**src/rtl/apb_master_bridge.sv**
```systemverilog
// apb_master_bridge: single-outstanding valid/ready command to APB3/APB4 SETUP/ACCESS initiator.
// Optional build macro APB_MASTER_TIMEOUT_EN aborts an ACCESS phase after TIMEOUT_CYCLES wait states.
module apb_master_bridge #(
    parameter int PDATA_SIZE     = 32,
    parameter int PADDR_SIZE     = 4,
    parameter int TIMEOUT_CYCLES = 16
) (
    input  logic                      APB_CLK,
    input  logic                      APB_RESET_n,
    input  logic                      cmd_valid,
    output logic                      cmd_ready,
    input  logic                      cmd_write,
    input  logic [PADDR_SIZE-1:0]     cmd_addr,
    input  logic [PDATA_SIZE-1:0]     cmd_wdata,
    input  logic [PDATA_SIZE/8-1:0]   cmd_strb,
    output logic                      rsp_valid,
    input  logic                      rsp_ready,
    output logic [PDATA_SIZE-1:0]     rsp_rdata,
    output logic                      rsp_err,
    output logic                      APB_PSEL,
    output logic                      APB_PENABLE,
    output logic [PADDR_SIZE-1:0]     APB_PADDR,
    output logic                      APB_PWRITE,
    output logic [PDATA_SIZE/8-1:0]   APB_PSTRB,
    output logic [PDATA_SIZE-1:0]     APB_PWDATA,
    input  logic [PDATA_SIZE-1:0]     APB_PRDATA,
    input  logic                      APB_PREADY,
    input  logic                      APB_PSLVERR
);
    typedef enum logic [1:0] {IDLE, SETUP, ACCESS, RESP} state_t;

    state_t state;

    if (PDATA_SIZE % 8 != 0 || TIMEOUT_CYCLES < 1) begin : g_bad_cfg
        $error("apb_master_bridge: PDATA_SIZE must be a multiple of 8 and TIMEOUT_CYCLES >= 1");
    end

    assign cmd_ready = state == IDLE;

`ifdef APB_MASTER_TIMEOUT_EN
    localparam int CW = $clog2(TIMEOUT_CYCLES + 1);

    logic [CW-1:0] wait_cnt;
    logic          expired;

    // the current wait cycle is the one that brings the count to the limit
    assign expired = wait_cnt == CW'(TIMEOUT_CYCLES - 1);
`endif

    // transfer sequencer; every APB and response output is a register of this block
    always_ff @(posedge APB_CLK or negedge APB_RESET_n) begin
        if (!APB_RESET_n) begin
            state       <= IDLE;
            APB_PSEL    <= 1'b0;
            APB_PENABLE <= 1'b0;
            APB_PADDR   <= '0;
            APB_PWRITE  <= 1'b0;
            APB_PSTRB   <= '0;
            APB_PWDATA  <= '0;
            rsp_valid   <= 1'b0;
            rsp_rdata   <= '0;
            rsp_err     <= 1'b0;
`ifdef APB_MASTER_TIMEOUT_EN
            wait_cnt    <= '0;
`endif
        end else begin
            case (state)
                IDLE: if (cmd_valid) begin
                    APB_PADDR  <= cmd_addr;
                    APB_PWRITE <= cmd_write;
                    APB_PWDATA <= cmd_wdata;
                    APB_PSTRB  <= cmd_write ? cmd_strb : '0;
                    APB_PSEL   <= 1'b1;
                    state      <= SETUP;
                end
                SETUP: begin
                    APB_PENABLE <= 1'b1;
                    state       <= ACCESS;
`ifdef APB_MASTER_TIMEOUT_EN
                    wait_cnt    <= '0;
`endif
                end
                ACCESS: if (APB_PREADY) begin
                    rsp_rdata   <= APB_PWRITE ? '0 : APB_PRDATA;
                    rsp_err     <= APB_PSLVERR;
                    rsp_valid   <= 1'b1;
                    APB_PSEL    <= 1'b0;
                    APB_PENABLE <= 1'b0;
                    state       <= RESP;
                end
`ifdef APB_MASTER_TIMEOUT_EN
                else if (expired) begin
                    rsp_rdata   <= '0;
                    rsp_err     <= 1'b1;
                    rsp_valid   <= 1'b1;
                    APB_PSEL    <= 1'b0;
                    APB_PENABLE <= 1'b0;
                    state       <= RESP;
                end else begin
                    wait_cnt <= wait_cnt + 1'b1;
                end
`endif
                RESP: if (rsp_ready) begin
                    rsp_valid <= 1'b0;
                    state     <= IDLE;
                end
                default: state <= IDLE;
            endcase
        end
    end
endmodule

```
**config.mk**
```make
export PLATFORM = sky130hd
export DESIGN_NAME = apb_master_bridge
export DESIGN_NICKNAME = d
export VERILOG_FILES = /design/src/rtl/apb_master_bridge.sv
export SDC_FILE = /design/constraint.sdc
export NUM_CORES = 1
export LEC_CHECK = 0
export BUFFER_PORTS_ARGS = -buffer_cell sky130_fd_sc_hd__buf_2
export CORE_MARGIN = 3
export CORE_UTILIZATION = 52
export CTS_BUF_LIST = sky130_fd_sc_hd__clkbuf_4 sky130_fd_sc_hd__clkbuf_8
export DETAILED_ROUTE_END_ITERATION = 6
export PLACE_DENSITY = 0.86
export SYNTH_ARGS = -nofsm -noshare
export SYNTH_HDL_FRONTEND = slang
export SYNTH_SLANG_ARGS = --single-unit
```
**constraint.sdc**
```tcl
create_clock -name APB_CLK -period 2.8 [get_ports APB_CLK]
set_input_delay 0.42 -clock APB_CLK [delete_from_list [all_inputs] [get_ports APB_CLK]]
set_output_delay 0.42 -clock APB_CLK [all_outputs]
set_load 0.02 [all_outputs]
```
# Yosys cells after proc, flatten, opt, wreduce, memory -nomap -nowiden
# Index checks and enable logic that the tools add are counted.
# classes
n_addsub	0
mux	13
bitwise	0
magnitude_cmp	0
n_shift	0
reduce_logical	10
div_mod_pow	0
eq_ne	6
n_mul	0
# ops
op	n
32-bit 2-to-1 mux	1
3-bit AND reduction	3
2-bit one-hot mux with 4 select lines	1
2-bit 2-to-1 mux	3
2-bit != test (second input constant)	3
1-bit one-hot mux with 2 select lines	3
2-bit AND reduction	3
2-bit nonzero test	3
2-bit equality test (second input constant)	2
1-bit 2-to-1 mux	4
4-bit 2-to-1 mux	1
2-bit by 1-bit equality test with 1-bit output (second input constant)	1
2-bit zero test	1
# totals
word_cells	39
rom_bits	0
latch_bits	0
ff_bits	79
out_inout_bits	78
ramBits	0
n_memories	0

# Depth between registers and ports, before layout
# depth
depth_word	3
depth_mapped	7

# Worst setup path before layout
# No wires, ideal clock.
# synth_timing
path_type	register -> register
start	register state[0]
end	register state[1]
arrival_time_ns	1.410
path_buffers	0
setup_ns	0.128
t_required_ns	2.672
path_stages_with_launch	6
setup_slack_ns	1.262
period_less_slack_ns	1.538
path_cell_list	dfrtp_1 > inv_1 > ha_1 > nor2b_2 > a221oi_4 > mux2_1
# synth_between
elab_chain_len	3
# synth_rtl
item	line	text
start: declaration	32	state_t state;
start signal: assignment	53	state <= IDLE;
start signal: assignment	74	state <= SETUP;
start signal: assignment	78	state <= ACCESS;
2-bit equality test / 2-bit zero test (equally long branches)	67	case (state)
2-bit != test (no source line)	n/a	
3-bit AND reduction (no source line)	n/a	
# Parallel ways exist; a longest one is shown, timed or not.
# A chain may end at the register's enable or synchronous reset.

# Worst setup path after layout
# layout_timing
start	register state[0]
end	register rsp_rdata[26]
# layout_between
elab_chain_len	2
# layout_rtl
item	line	text
2-bit equality test	67	
2-bit AND reduction (no source line)	n/a	
end signal: assignment	84	rsp_rdata <= APB_PWRITE ? '0 : APB_PRDATA;
end: declaration	18	output logic [PDATA_SIZE-1:0] rsp_rdata,
# Every way passes these cells.

==> results.toml <==
[status]
status = "finished, final reports clean"

[layout]
drive_gt1_frac = 0.5023
syn_to_final_growth_pct = 30.97
diodes = 0
final_net_count = 510

[logic_synthesis]
synthCells = 269
syn_avg_cell_area_sq_um = 12.59
synth_area_leader_cell = "dfrtp_1"
ys_types = 22
syn_nets = 354
synth_common_cells = "dfrtp_1 (79), nand2_1 (44), mux2_4 (32), nand2b_1 (32), o21ai_0 (29)"
yosys.cell_count.top_type = "dfrtp_1"
synth-edff-count = 0
ys_seq_area_frac = 0.5839
async_reset_ff_frac = 1.000
ys_warn_count = 0
synth_area_leaders = "dfrtp_1 (58%), mux2_4 (14%), nand2b_1 (5.9%)"
synth-seq-cells = 79
synth_top_area_frac = 0.5839
netlist_area_sq_um = 3386
synth_top_flop_cell = "dfrtp_1"

[sta]
fin_crit_ps = 1907
finalSetupViolCount = 0
fin_skew_ps = 10.04
min_period_over_period = 0.6811
drv_slew = 0
timing.hold.ws_ps = 216.2
relSlewSlack = 0.3535
hold_viol = 0
fmax_mhz = 524.4
worst_pin_slew_ps = 969.8
rsz0062_at_grt = "no"
fin_tns_setup_ps = 0

[pwr]
pwr-share-seq = 0.362
combPwrFrac = 0.469
leakagePower_nw = 2.398
intPower_mw = 3.370
p_sw_frac = 0.3963
peakVddDrop_v = 0.0007163
clkPwrFrac = 0.169
switching_power_mw = 2.213
powerDensity_nw_per_um2 = 1259

[critical_path]
crit_type = "reg -> reg"
required_ps = 3040
cpPeakStageDelay_ps = 410
cp_cell_sequence = "inv_1 > ha_1 > nand2_2 > buf_4 > o21ai_0"
cp_max_fo = 38
path_buf_inv = 2
cp_slowest_cell = "dfrtp_1"
start_kind = "flop"
worst_ep_arrival_time_ps = 2140
end_kind = "flop"
crit_family = "buffers and inverters"

[clock_tree]
post_cts_resize_count = 0
cts.sinks = 79
cts_tree = "done"
root_buffer = "clkbuf_8"
insertion_delay_ps = 330
clk_path_buf_depth = 2
hold_buffers = 0
numCtsBuffers = 9
clkTransAtPathRegs_ps = 80
post_cts_buffers = 0
htree_levels = 3

[route]
drtAntennaViolNets = 0
vias_per_cell = 4.828
drc = 0
wl_mm = 7.561
drt-wirelength-per-cell_um = 14.97
dr.pass1.iters = 4
vias = 2438
drtIter0Drc = 85

[placed_design]
gp_congestion = 0.7781
hpwl_mm = 5.663
portBuffers = 156

[floorplan]
die_area_sq_um = 7515
die_h_um = 86.69
io_pins = 157
start_util = 0.5554
die_w_um = 86.69
core_area_sq_um = 6096
rows = 28

[global_route]
grt-ovfl-total = 0
globalRouteTotalUtil = 0.2095
antenna_found_initial = 0
grt_pass1_wl_mm = 12.30
grt_pass1_vias = 2563
grt_max_degree = 80

[min_path]
holdCritPathClass = "in -> async"

[flow_run]
maxCapViolations = 0
[routing by layer]
| metal | up-vias | track usage | wire [um] |
|---|---|---|---|
| met2 | 80 | 0.3595 | 4019 |
| met3 | 7 | 0.03422 | 413 |
| met4 | 0 | 0.07507 | 70 |
| li1 | 1204 | - | - |
| met1 | 1147 | 0.2686 | 3058 |
| met5 | - | 0 | 0 |
[worst reg2reg max path, cell delays in order (launching register included)]
cell and delay, ps:
dfrtp_1 410, inv_1 150, ha_1 270, nand2_2 390, buf_4 370, o21ai_0 220
[stage by stage]
stage          area (sq um)  std cells  setup slack (ps)  total power [mW]  utilization
3_3_place_gp           4205        489             995.8             4.580       0.6899
4_1_cts                4434        505             899.2             5.642       0.7274
5_1_grt                4434        505             690.7             5.949       0.7274
3_5_place_dp           4205        489             905.9             4.692       0.6899
6_report               4434        505             892.9             5.583       0.7274
2_1_floorplan          3386        269              1262             3.822            -
[final cells by class]
| class | count | area (sq um) |
|---|---|---|
| Sequential cell | 79 | 1977 |
| Fill cell | 423 | 1662 |
| Multi-Input combinational cell | 171 | 1310 |
| Timing Repair Buffer | 159 | 805.8 |
| Clock buffer | 10 | 137.6 |
| Tap cell | 75 | 93.84 |
| Clock inverter | 6 | 91.34 |
| Inverter | 5 | 18.77 |
[path summary, 6_finish.rpt]
path	start	to	slack, ps	cells after the start
worst max-delay path	state[0]	rsp_rdata[26]	890	5
worst min-delay path	APB_RESET_n	rsp_rdata[31]	220	1
worst max register to register	state[0]	rsp_rdata[26]	890	5
worst min register to register	rsp_rdata[12]	rsp_rdata[12]	480	2
max in group asynchronous	APB_RESET_n	APB_PWDATA[22]	1930	1
min in group APB_CLK	APB_PSLVERR	rsp_err	300	2
[logic make-up after synthesis]
family | after synthesis | share of synthesized area
AOI/OAI and AO/OA | 42 | 0.07133
and+or+nand+nor | 81 | 0.1186
adders and majority gates | 6 | 0.02217
buffers and inverters | 19 | 0.02993
muxes | 42 | 0.1741
DFF | 79 | 0.5839
[placed cells by master (no fill, tap or decap), types with 3 or more instances in the layout]
| cell | count |
|---|---|
| buf_2 | 155 |
| buf_4 | 4 |
| clkbuf_8 | 10 |
| clkinvlp_4 | 3 |
| dfrtp_1 | 79 |
| ha_1 | 6 |
| inv_1 | 5 |
| mux2_2 | 5 |
| mux2_4 | 32 |
| mux2i_1 | 3 |
| nand2_1 | 43 |
| nand2b_1 | 32 |
| o21ai_0 | 29 |
| o21ai_1 | 8 |
[flip-flops by register name, summed over array words and instances, names as in the netlist]
name	flops
APB_PADDR	4
rsp_valid	1
APB_PSTRB	4
APB_PSEL	1
APB_PENABLE	1
rsp_err	1
APB_PWRITE	1
APB_PWDATA	32
state	2
rsp_rdata	32
[power by group through the flow]
stage,Combinational [mW],Sequential [mW],Clock (mW)
after floorplan,1.17,2.66,0
after global placement,2.57,2.01,0
after detailed placement,2.65,2.04,0
after CTS,2.66,2.03,0.958
after global routing,2.84,2.10,1.01
final,2.62,2.02,0.944
(Power assumes the default switching activity.)
